<file path="config.mk">
export PLATFORM = sky130hd
export DESIGN_NAME = popcount_seq
export DESIGN_NICKNAME = d
export VERILOG_FILES = /design/src/rtl/popcount_pkg.sv /design/src/rtl/num_ones_for.sv /design/src/rtl/popcount_seq.sv
export SDC_FILE = /design/constraint.sdc
export NUM_CORES = 1
export LEC_CHECK = 0
export CORE_ASPECT_RATIO = 0.6
export CORE_MARGIN = 4
export CORE_UTILIZATION = 31
export CTS_CLUSTER_DIAMETER = 30
export DETAILED_ROUTE_END_ITERATION = 8
export PLACE_DENSITY = 0.54
export SKIP_LAST_GASP = 1
export SYNTH_ARGS = -nofsm -noshare
export SYNTH_HDL_FRONTEND = slang
export SYNTH_SLANG_ARGS = --single-unit
</file>
<file path="constraint.sdc">
create_clock -name clk -period 2.51 [get_ports clk]
set_input_delay 0.3765 -clock clk [delete_from_list [all_inputs] [get_ports clk]]
set_output_delay 0.3765 -clock clk [all_outputs]
set_load 0.01 [all_outputs]
</file>
<file path="src/rtl/popcount_pkg.sv">
// popcount_pkg: shared FSM state type and count-width helper for the sequential popcount
package popcount_pkg;
  typedef enum logic [1:0] {IDLE, RUN, DONE} state_t;
  function automatic int cnt_w(input int w);
    return $clog2(w) + 1;
  endfunction
endpackage

</file>
<file path="src/rtl/num_ones_for.sv">
// num_ones_for: combinational count of 1 bits in a WIDTH-bit word
module num_ones_for
  import popcount_pkg::*;
#(
  parameter int WIDTH = 4
) (
  input  logic [WIDTH-1:0]      i_data,
  output logic [$clog2(WIDTH):0] o_ones
);
  // sum the bits one at a time
  always_comb begin
    o_ones = '0;
    for (int i = 0; i < WIDTH; i++) o_ones = o_ones + ($clog2(WIDTH)+1)'(i_data[i]);
  end
endmodule

</file>
<file path="src/rtl/popcount_seq.sv">
// popcount_seq: counts the 1 bits of a word CHUNK bits per cycle behind a valid/ready handshake
module popcount_seq
  import popcount_pkg::*;
#(
  parameter int WIDTH = 32,
  parameter int CHUNK = 4
) (
  input  logic                  clk,
  input  logic                  rst,
  input  logic                  in_valid,
  output logic                  in_ready,
  input  logic [WIDTH-1:0]      in_data,
  output logic                  out_valid,
  input  logic                  out_ready,
  output logic [$clog2(WIDTH):0] out_ones,
  output logic                  busy
);
  localparam int NUM_CHUNKS = WIDTH / CHUNK;
  localparam int CNT_W      = cnt_w(WIDTH);
  localparam int CW         = NUM_CHUNKS > 1 ? $clog2(NUM_CHUNKS) : 1;
  localparam int CH_W       = cnt_w(CHUNK);

  if (CHUNK < 1 || WIDTH % CHUNK != 0) begin : g_bad_chunk
    $error("popcount_seq: CHUNK must be >= 1 and divide WIDTH");
  end

  state_t           r_state, w_next;
  logic [WIDTH-1:0] r_shreg;
  logic [CNT_W-1:0] r_acc, r_res, w_sum;
  logic [CW-1:0]    r_cnt;
  logic [CH_W-1:0]  w_chunk;
  logic             w_accept, w_last;

  num_ones_for #(.WIDTH(CHUNK)) u_chunk (.i_data(r_shreg[CHUNK-1:0]), .o_ones(w_chunk));

  assign w_sum     = r_acc + CNT_W'(w_chunk);
  assign w_last    = r_cnt == CW'(NUM_CHUNKS - 1);
  assign in_ready  = (r_state == IDLE) | ((r_state == DONE) & out_ready);
  assign w_accept  = in_valid & in_ready;
  assign out_valid = r_state == DONE;
  assign busy      = r_state != IDLE;
  assign out_ones  = r_res;

  // next state: a DONE handshake with a waiting word goes straight back to RUN
  always_comb begin
    w_next = r_state;
    if (r_state == IDLE) w_next = w_accept ? RUN : IDLE;
    else if (r_state == RUN) w_next = w_last ? DONE : RUN;
    else if (r_state == DONE) w_next = out_ready ? (in_valid ? RUN : IDLE) : DONE;
  end

  // datapath and state: capture on accept, accumulate one chunk per RUN cycle
  always_ff @(posedge clk) begin
    if (rst) begin
      r_state <= IDLE;
      r_shreg <= '0;
      r_acc   <= '0;
      r_res   <= '0;
      r_cnt   <= '0;
    end else begin
      r_state <= w_next;
      if (w_accept) begin
        r_shreg <= in_data;
        r_acc   <= '0;
        r_cnt   <= '0;
      end else if (r_state == RUN) begin
        r_shreg <= r_shreg >> CHUNK;
        r_acc   <= w_sum;
        r_cnt   <= w_last ? r_cnt : r_cnt + CW'(1);
        if (w_last) r_res <= w_sum;
      end
    end
  end
endmodule

</file>
Word-level counts from Yosys, hierarchy flattened
Index checks and enable logic that the tools add are counted.
- bits of input ports: 36
- output and inout port bits: 9
- register bits after elaboration: 49
- bitwise gates (word level): 5
- equal/unequal tests: 3
- mux-type cells: 9
- add/sub/neg operators: 5
- reduce and logical (&&, ||, !) cells: 7
- operators with widths (kind ; number):
    32-bit 2-to-1 mux ; 2
    2-bit 2-to-1 mux ; 5
    3-bit by 1-bit adder with 3-bit output ; 2
    6-bit by 3-bit adder with 6-bit output ; 1
    2-bit nonzero test ; 2
    3-bit by 1-bit adder with 3-bit output (second input constant) ; 1
    3-bit == test (second input constant) ; 1
    3-bit AND reduction ; 1
    3-bit nonzero test ; 1
    1-bit by 1-bit adder with 2-bit output ; 1
    1-bit AND ; 2
    2-bit by 1-bit == test with 1-bit output (second input constant) ; 1
    2-bit == test (second input constant) ; 1
    2-bit logical NOT ; 1
    1-bit 2-to-1 mux ; 2
    1-bit NOT ; 2
    2-bit AND reduction ; 1
    2-bit OR reduction ; 1
    1-bit OR ; 1

Longest topological paths before layout
- word-level depth: 6
- depth in mapped cells: 9
- depth with buffers taken out: 9

By module
Synthesis repeated with hierarchy kept, for this count alone.
- cells, all modules: 274
- area total of the unflattened synthesis: 2381.0 um^2
- modules (own cells, without submodules) (module ; times used ; cells each ; seq. area each (um^2) ; area each (um^2)):
    popcount_seq ; 1 ; 266 ; 980.9 ; 2317.2
    num_ones_for ; 1 ; 8 ; 0.0 ; 63.8

Worst setup path after synthesis
No wires, ideal clock.
- kind: register -> register
- from: register r_shreg[0]
- to: register r_acc[5]
- setup slack: 0.152 ns
- data arrival time: 2.229 ns
- cell stages (with the launch flop): 10
- data required time: 2.381 ns
- buffers on the path: 0
- library setup time: 0.129 ns
- period minus slack after synthesis: 2.358 ns
- cells stage by stage: dfxtp_1 -> ha_1 -> inv_1 -> fa_1 -> inv_1 -> ha_1 -> ha_1 -> a211oi_1 -> nor4_1 -> mux2i_1
- cells in the longest elaborated chain, start to end: 4
- RTL lines (what ; RTL line ; RTL):
    from (decl) ; popcount_seq.sv:28 ; logic [WIDTH-1:0] r_shreg;
    from (signal assigned) ; popcount_seq.sv:63 ; r_shreg <= in_data;
    from (signal assigned) ; popcount_seq.sv:67 ; r_shreg <= r_shreg >> CHUNK;
    1-bit by 1-bit adder with 2-bit output ; num_ones_for.sv:13 ; for (int i = 0; i < WIDTH; i++) o_ones = o_ones + ($clog2(WIDTH)+1)'(i_data[i]);
    3-bit by 1-bit adder with 3-bit output (2 in a row) ; num_ones_for.sv:13 ;
    6-bit by 3-bit adder with 6-bit output ; popcount_seq.sv:36 ; assign w_sum = r_acc + CNT_W'(w_chunk);
    to (signal assigned) ; popcount_seq.sv:68 ; r_acc <= w_sum;
    to (decl) ; popcount_seq.sv:29 ; logic [CNT_W-1:0] r_acc, r_res, w_sum;
Every way passes these cells.
A chain may end at the register's enable or synchronous reset.

Worst setup path after layout
- from: register r_shreg[0]
- to: register r_res[5], in the netlist out_ones[5]
- cells in the longest elaborated chain, start to end: 4
- RTL lines (what ; RTL line ; RTL):
    1-bit by 1-bit adder with 2-bit output ; num_ones_for.sv:13 ;
    3-bit by 1-bit adder with 3-bit output (2 in a row) ; num_ones_for.sv:13 ;
    6-bit by 3-bit adder with 6-bit output ; popcount_seq.sv:36 ;
    to (signal assigned) ; popcount_seq.sv:70 ; if (w_last) r_res <= w_sum;
    to (decl) ; popcount_seq.sv:29 ;
Every way passes these cells.

==> run summary <==
Setup repair after global routing left no endpoint under its margin. Counting every instance in the synthesized netlist gives 260. The floorplan die width works out to 121 um. The power density over the cells came out at 646 nW/um^2. For the initial core utilization, the log shows 0.323.

Across the run, the number of max-cap violations was 0. The detail route stage leaves a number of antenna-violating nets equal to 0. The number of clock buffers added by TritonCTS is 5.

Traced cell by cell, the critical path runs through ha_4 -> inv_1 -> fa_2 -> inv_2 -> ha_4 -> ha_1 -> a211oi_1 -> buf_4 -> or4_1 -> a31oi_1. The number of buffer and inverter instances along the worst setup path works out to 3. The type of the setup path with the least slack is flop to flop. Yosys printed 0 warnings.

Summed over all instances, the cell type with the most area after synthesis is dfxtp_1. For the worst setup path, the data arrival time is 2660 ps. Core occupancy in the finished layout: 0.419. The run gives 2 as the number of H-tree levels.

The tools report the library cell used as clock root buffer as clkbuf_16. The placed cell count is 388, and the adder-cell share of the synthesized area is 0.0540. The tools report the row count as 24.

The register area share after synthesis was 0.415. Summing all placed instances gives a cell area of 2850 sq um. Summed over all layers, the routed wires come to 6.40 mm. The most numerous cell type found on the critical path is ha_4. The final layout contains 337 nets. Total of fill cells in the finished design: 751. The logs give 70.7 ps for the worst-case setup margin in the final layout and 2730 ps for the required arrival time at the worst endpoint.

The first global-routing pass estimated 10.7 mm of wire. The run gives 1230 sq um as the combined area of the multi-input logic cells. After global routing the overflow that remains totals 0. The area growth from synthesis to layout is 29.8%. The run gives 42 as the largest net degree at the start of global routing.

Clock-pin slew was measured on the worst setup and hold paths at 60 ps. The count of buffers added on input and output ports is 44. The total of flip-flops plus latches after synthesis was 49; the clock latency reported for the late side of the worst-skew pair was 290 ps. After layout, the minimum clock period comes to 2440 ps. The tools report the sort of element at the end of the critical path as a flop. The worst-case headroom to the max-slew limit is 0.636, and the post-DP HPWL is 4.13 mm. In this run the worst hold path is classified as flop to flop. Setup violations remaining at the end of the flow were counted as 0.

The fraction of synthesized cell area taken by the top area cell type is 0.415, and the power after layout is 1.98 mW. The complex-gate fraction of the synthesized area works out to 0.319. The slew at the pin closest to its max-slew limit was 545 ps; the number of sinks driven by the clock tree was 49. Summing all flip-flop and latch instances after layout gives 983 sq um.

The cell area that synthesis handed to floorplanning was 2360 sq um. The iteration count of the initial detailed-routing pass was 4. TritonCTS built the clock tree.

The floorplan step set the die height to 75.6 um. The run gives 2041 as the via count of the first global-routing pass. Average cell area after synthesis: 9.09 sq um. In this run the deepest clock path goes through 2 buffers.

The maximum cell stage delay along the critical path is 500 ps, and the fraction of layout cells with a size suffix above 1 is 0.0956. The initial antenna violation count was 0. After routing the design area is 3070 sq um.

The tools report the number of max-slew violations in the final report as 0. The leading cell type in the layout, fill and taps excluded was dfxtp_1. The synthesized-area fraction occupied by xor and xnor cells was 0.00741; the first-iteration detailed-routing DRC count was 168. Using the TritonRoute via totals, the vias-per-cell ratio works out to 5.33. By area the synthesized netlist is led by dfxtp_1 (42%), o211ai_1 (8.9%), a32oi_1 (8.5%).

STA classifies the critical path startpoint as a flop. The number of antenna diodes in the final layout is 0. By area, the combinational part of the netlist is dominated by compound AO/OA/AOI/OAI gates.

The tools report the synthesized netlist net count as 305. The tools report the final-report hold violation count as 0. The flow ran to the end, and the final reports show no timing, DRC or antenna violations. Derived from the worst setup path, the maximum achievable clock frequency is 0.410 GHz.

In this run the standard cell core region covers 7330 sq um. In the layout the commonest cells are dfxtp_1 (47), clkdlybuf4s50_1 (44), a21oi_1 (34), o211ai_1 (28), a32oi_1 (23). In the routed design, unresolved DRC markers number 0.

The maximum vdd drop is 0.346 mV. The floorplan step defined a die boundary enclosing 9130 sq um. The mux cell area share after synthesis was 0.0127; the via total after detailed routing was 2116. The portion of the clock cycle consumed by the worst path in the final layout was 0.972; the total negative slack for setup checks was 0 ps. The netlist uses 36 different library cells. Across all hold checks on the routed design, the worst slack comes to 468 ps. The run gives 0.755 as the final weighted congestion of routability-driven global placement. Routed wire length per instance: 16.1 um. Leaving out filler cells and counting taps, the final layout contains 397. Family of cells with the greatest summed delay on the critical path: adder cells.

In this run the static leakage power is 1.00 nW. The overall track demand over capacity in global routing is 0.149. The worst-case setup slack after placement is -46.2 ps, and the post-synthesis share of cell area spent on and, or, nand and nor gates is 0.113. Final worst clock skew: 5.72 ps. In this run the worst path has a maximum fanout of 6.

The critical path's slowest cell was or4_1. During I/O placement, the number of pins put on the boundary was 45.
-- worst register-to-register path: cells and delay by family, from the launching register on --
family,cells,cell delay (ps)
AO/OA/AOI/OAI,2,220
adder cells (fa/ha/maj),4,1040
buffers and inverters,3,260
flip-flops,1,340
AND/OR/NAND/NOR,1,500
-- cells in the mapped netlist --
master	n
dfxtp_1	49
a21oi_1	35
o211ai_1	28
a32oi_1	23
nand2_1	18
buf_2	12
buf_4	10
inv_1	8
ha_1	7
nor2_1	7
clkbuf_1	6
nor3_1	6
o21ai_0	6
a311oi_1	5
nand3_1	5
a211oi_1	3
mux2i_1	3
nor2b_1	3
o31ai_1	3
or4_1	3
a31oi_1	2
fa_1	2
nand2b_1	2
xnor2_1	2
a211o_1	1
and2b_1	1
and3b_1	1
nand2b_4	1
nand3b_1	1
nor3b_1	1
nor4_1	1
o2111ai_1	1
o21ai_2	1
o311ai_0	1
or2_2	1
or3_1	1
-- repair_timing --
action                                  CTS  global route
setup buffers                             0             1
hold buffers                              0             0
gates resized for setup                   3             4
endpoints found under the setup margin    1             5
pin swaps                                 0             2
-- area by class of cell --
type	instances	area share
timing repair buffer	53	0.170
multi-input combinational	175	0.401
sequential	49	0.321
clock inverter	1	0.00979
clock buffer	7	0.0465
inverter	8	0.00979
tap	104	0.0424
-- final timing paths --
path,from,end,slack [ps],cells after the start
setup / recovery,r_shreg[0]$_SDFFE_PP0P_,out_ones[5]$_SDFFE_PP0P_,70,10
hold reg to reg,r_acc[0]$_SDFFE_PP0P_,r_acc[0]$_SDFFE_PP0P_,470,2
setup reg to reg,r_shreg[0]$_SDFFE_PP0P_,out_ones[5]$_SDFFE_PP0P_,70,10
hold / removal,r_acc[0]$_SDFFE_PP0P_,r_acc[0]$_SDFFE_PP0P_,470,2
-- flip-flops by register name (all words and copies together), names as in the netlist --
name      cells
out_ones      6
r_acc         6
r_cnt         3
r_shreg      32
r_state       2
-- layer usage --
layer	part of all wire	GRT usage	vias up
met5	0	0	-
met4	0.0078	0.0302	0
met3	0.054	0.0475	4
met2	0.42	0.212	50
met1	0.52	0.221	1002
li1	-	-	1060
-- kinds of logic (layout without fill, tap and decap cells) --
| logic type | Yosys count | in the layout |
|---|---|---|
| adder cells (fa/ha/maj) | 9 | 9 |
| AND/OR/NAND/NOR | 52 | 52 |
| AO/OA/AOI/OAI | 109 | 109 |
| XOR/XNOR | 2 | 2 |
| flip-flops | 49 | 49 |
| buffers and inverters | 36 | 69 |
| multiplexers | 3 | 3 |
-- power breakdown --
part           total [mW]  switching, mW  internal (mW)
sequential          0.858         0.0318          0.826
clock               0.791          0.293          0.498
combinational       0.333          0.179          0.154
total                1.98          0.503           1.48
Power figures use the tool's default switching activity.
